### src/rtl/dff_checker_pkg.sv
// Package: dff_checker_pkg
// Shared definitions for the D flip-flop pattern checker:
//   state_t          checker FSM states
//   LFSR_TAPS        tap mask of the x^8+x^6+x^5+x^4+1 Fibonacci LFSR
//   DEFAULT_CNT_W    default width of the test/pass counters
//   DEFAULT_LATENCY  default number of cycles D is held before Q is sampled
//   lfsr_next()      one shift of the pattern LFSR
package dff_checker_pkg;

    typedef enum logic [2:0] {
        IDLE,
        DRIVE,
        WAIT,
        CHECK,
        DONE
    } state_t;

    localparam logic [7:0] LFSR_TAPS       = 8'b1011_1000;
    localparam int         DEFAULT_CNT_W   = 8;
    localparam int         DEFAULT_LATENCY = 2;

    // Shift left; the feedback (XOR of bits 7,5,4,3) enters at bit 0,
    // so bit 0 always holds the most recently generated pattern bit.
    function automatic logic [7:0] lfsr_next(input logic [7:0] s);
        return {s[6:0], ^(s & LFSR_TAPS)};
    endfunction

endpackage

### src/rtl/dff_checker_lfsr.sv
// Module: dff_checker_lfsr
// 8-bit Fibonacci LFSR that produces the pseudo-random D pattern.
// Ports:
//   clk      in   1  clock, rising edge
//   rst      in   1  asynchronous active-high reset (state returns to SEED)
//   load     in   1  reload SEED (start of a run)
//   advance  in   1  step the LFSR once (end of each check)
//   state    out  8  current LFSR contents
module dff_checker_lfsr
    import dff_checker_pkg::*;
#(
    parameter logic [7:0] SEED = 8'hA5
) (
    input  logic       clk,
    input  logic       rst,
    input  logic       load,
    input  logic       advance,
    output logic [7:0] state
);

    // An all-zero LFSR never leaves zero, so such a seed is rejected.
    if (SEED == 8'h00) begin : g_bad_seed
        $error("dff_checker_lfsr: SEED must be non-zero");
    end

    // Load has priority so a restart always begins from the seed.
    always_ff @(posedge clk or posedge rst) begin
        if (rst) begin
            state <= SEED;
        end else if (load) begin
            state <= SEED;
        end else if (advance) begin
            state <= lfsr_next(state);
        end
    end

endmodule

### config.mk
export PLATFORM = sky130hd
export DESIGN_NAME = dff_checker_lfsr
export DESIGN_NICKNAME = d
export VERILOG_FILES = /design/src/rtl/dff_checker_pkg.sv /design/src/rtl/dff_checker_lfsr.sv
export SDC_FILE = /design/constraint.sdc
export NUM_CORES = 1
export LEC_CHECK = 0
export BUFFER_PORTS_ARGS = -buffer_cell sky130_fd_sc_hd__buf_2
export CAP_MARGIN = 15
export CORE_AREA = 2 2 39 41
export DETAILED_ROUTE_END_ITERATION = 10
export DIE_AREA = 0 0 41 43
export SETUP_SLACK_MARGIN = 0.3
export SLEW_MARGIN = 20
export SYNTH_ARGS = -nofsm -noshare
export SYNTH_HDL_FRONTEND = slang
export SYNTH_SLANG_ARGS = --single-unit
### constraint.sdc
create_clock -name clk -period 2.4 [get_ports clk]
set_input_delay 0.36 -clock clk [delete_from_list [all_inputs] [get_ports clk]]
set_output_delay 0.36 -clock clk [all_outputs]
set_load 0.02 [all_outputs]
After elaboration in Yosys (flattened, before gate mapping):

Index checks and enable logic that the tools add are counted.

* register bits after elaboration: 8
* bits in latches: 0
* bits in writable memories: 0
* bits in read-only memories: 0
* input port bits: 4
* output and inout port bits: 8
* logic and storage cells: 5
* memories: 0

* $add $sub $neg: 0
* multiply operators: 0
* div/mod/pow operators: 0
* $lt $le $gt $ge: 0
* eq/ne operators: 0
* shift-type cells: 0
* multiplexer cells: 2
* bitwise operators: 0
* reduce and logical (&&, ||, !) cells: 2

Operators by type and width (number)
* 8-bit two-way mux: 2
* 8-bit parity: 1
* 2-bit nonzero test: 1

Logic depth before layout (Yosys ltp):

* depth in word-level cells: 3
* depth in mapped cells: 3
* depth with buffers taken out: 3

Least setup slack after synthesis:

Ideal clock, no wire load.

* path type: register -> register
* from: register state[5]
* to: register state[0]
* setup time: 0.077 ns
* arrival: 0.973 ns
* data required time: 2.323 ns
* path slack: 1.350 ns
* cell stages (with the launch flop): 4
* buffers on the path: 0
* period minus slack after synthesis: 1.050 ns
* path through: dfstp_2 > xnor2_1 > xnor2_1 > a31oi_1

* word-level cells in the longest chain between the ends: 3

Ends and longest elaborated chain
* from (decl): RTL line dff_checker_lfsr.sv:18 `output logic [7:0] state`
* from (signal assigned): RTL line dff_checker_lfsr.sv:33 `state <= lfsr_next(state);`
* 8-bit parity: RTL line dff_checker_pkg.sv:25 `return {s[6:0], ^(s & LFSR_TAPS)};`
* 8-bit two-way mux: RTL line dff_checker_lfsr.sv:32 `end else if (advance) begin`
* 8-bit two-way mux: RTL line dff_checker_lfsr.sv:30 `end else if (load) begin`

No other way between the ends. The select of a mux whose other input is x is not followed.
A chain may end at the register's enable or synchronous reset.

Final worst setup path:

* from: register state[5]
* to: output state[5]

No word-level cell between the ends.

==> out/summary.txt <==
Max FFs per register -> 8
Setup_tns -> 0 ns
Worst Setup Path Type -> reg2out
Yosys warning count -> 0
Slew @ Worst Pin -> 0.309 ns
Slew HR -> 79.4%
Netlist cell types -> 10
Power Dens Cells -> 724 nW/um^2
Drt via density -> 4.25
Global-route wire length before repair -> 1070 um
Crit path cell chain -> buf_2
Skew-Pair Late Insertion Delay -> 0.24 ns
Worst Clk Skew -> 0.00191 ns
Vias in the first global route -> 234
Mapped Nets -> 34
Delay-heaviest family, CP -> flip-flops
CP Launch Point -> state[5]$_DFFE_PP1P_
Setup bufs post-CTS -> 0
Antenna cells -> 0
Sink count of the clock tree -> 8
Initial DRC count -> 4
Clock Tree Root -> clkbuf_4
Vias -> 251
Number of top-level pins -> 12
DRT antenna net count -> 0
Number of cells produced by synthesis -> 30
Lkg Pwr -> 0.226 nW
Cell taking the most area after synthesis -> dfstp_2
Worst reg2reg startpoint -> state[5]$_DFFE_PP1P_
CP peak stage delay -> 0.55 ns
Core footprint -> 1380 sq um
Die area -> 1760 sq um
Routed WL -> 648 um
Drc violations -> 0
Die Y -> 43 um
Largest net degree at the start of global routing -> 10
Setup crit start kind -> register
H-tree levels -> 1
DIE WIDTH -> 41 um
Layout cells sized above 1 -> 41.9%
TritonCTS clock tree -> yes
CP required -> 2.04 ns
Max-slew violations -> 0
Drt pass-1 iters -> 4
DR WL/cell -> 11.0 um
Area growth syn-to-layout -> 26.3%
RD Place Congestion -> 0.724
Initial antenna violation count -> 0
Final period util -> 55.1%
Arrival time worst endpoint -> 0.96 ns
Endpoint type of the worst setup path -> output port
Status -> finished clean
Hold Path Class -> in2async
Post-cts sizing count -> 0
Slowest cell on the critical path -> dfstp_2
Final hold vios -> 0
Detailed Place HPWL -> 493 um
Final setup fails -> 0
Total CTS buffers -> 3
Biggest regs -> state x8
Total grt overflow -> 0
NumNets Final -> 49
Period minus WS final -> 1.32 ns
CP Max Fanout -> 4
Total global routing track utilization -> 10.1%
Upper clock frequency limit -> 0.756 GHz
Cells after DPL -> 56
Clk slew on worst S/H paths -> 0.05 ns
Maxcap violations -> 0
Worst path bufs/invs -> 1
Post-CTS Hold Buffers -> 0
Top cells by area, synth -> dfstp_2 30%, dfrtp_1 28%, mux2i_1 20%, xnor2_1 7.5%, nor2_1 4.3%
Peak VDD IR -> 278 uV
Synth Register Bits -> 8
Top-area cell type share of the netlist area -> 29.9%
Port buffer count -> 11
Synthesized area per cell -> 11.7 sq um
Initial core utilization -> 25.4%
Seq/Total Area, Yosys -> 58.4%
Clock Path Buffers -> 2
Mapped cell area -> 352 sq um
RSZ-0062 raised after global routing -> no
Number of core rows -> 14
Fillers -> 146
Most flops, register -> state
Finished Layout Cells -> 59
==> stage by stage <==
stage                     utilization (%)  hold slack [ns]  instance area [sq um]  worst slack [ns]  power (mW)
after floorplan                         -            0.173                    352              1.35       0.208
after global placement               30.5            0.313                    422              1.34       0.228
after detailed placement             30.5            0.321                    422              1.34       0.228
after CTS                            32.1           0.0509                    444              1.06       0.331
after global routing                 32.1           0.0541                    444              1.03       0.350
final                                32.1           0.0521                    444              1.08       0.322
==> cell families (layout without fill, tap and decap cells) <==
kind of cell	after synthesis	in the layout	synth area share (%)
XOR/XNOR	3	3	7.47
AND/OR/NAND/NOR	8	8	8.89
AO/OA/AOI/OAI	1	1	1.78
buffers and inverters	3	16	3.56
multiplexers	7	7	19.9
flip-flops	8	8	58.4
==> cell usage after synthesis <==
cell type  count
nor3_1         1
inv_1          2
nand2_1        3
buf_2          1
nor2_1         4
a31oi_1        1
mux2i_1        7
dfstp_2        4
xnor2_1        3
dfrtp_1        4
==> cell type report <==
type	count	area, sq um	area share [%]
Sequential cell	8	205	46.2
Multi-Input combinational cell	19	134	30.1
Timing Repair Buffer	11	55.1	12.4
Clock buffer	3	22.5	5.07
Tap cell	16	20.0	4.51
Inverter	2	7.51	1.69
==> final timing paths <==
check | to | slack, ns | cells after the start
worst min register to register | state[7]$_DFFE_PP1P_ | 0.53 | 2
min in group clk | state[6]$_DFFE_PP0P_ | 0.35 | 2
worst max-delay path | state[5] | 1.08 | 1
worst min-delay path | state[4]$_DFFE_PP0P_ | 0.05 | 2
max in group asynchronous | state[0]$_DFFE_PP1P_ | 2.06 | 2
worst max register to register | state[0]$_DFFE_PP1P_ | 1.37 | 3
==> routing by layer <==
metal / vias up / GRT usage (%) / wire length [um]
met1: 115 / 12.6 / 295
li1: 128 / - / -
met3: 2 / 4.19 / 44
met4: 0 / 12.0 / 22
met5: - / 0 / 0
met2: 6 / 11.3 / 285
==> power breakdown <==
group,switching [mW],leakage (nW),internal (mW)
Clock,0.0401,0.0138,0.0568
Combinational,0.0368,0.117,0.0259
Sequential,0.0103,0.0944,0.152
Total,0.0871,0.226,0.235
==> layout by cell type, fill, tap and decap left out, drive strengths merged <==
master	Yosys	final
clkbuf	0	3
nor2	4	4
mux2i	7	7
xnor2	3	3
dfrtp	4	4
dfstp	4	4
nand2	3	3
nor3	1	1
inv	2	2
a31oi	1	1
buf	1	11
Note: power is estimated with default switching activity, not from simulation.
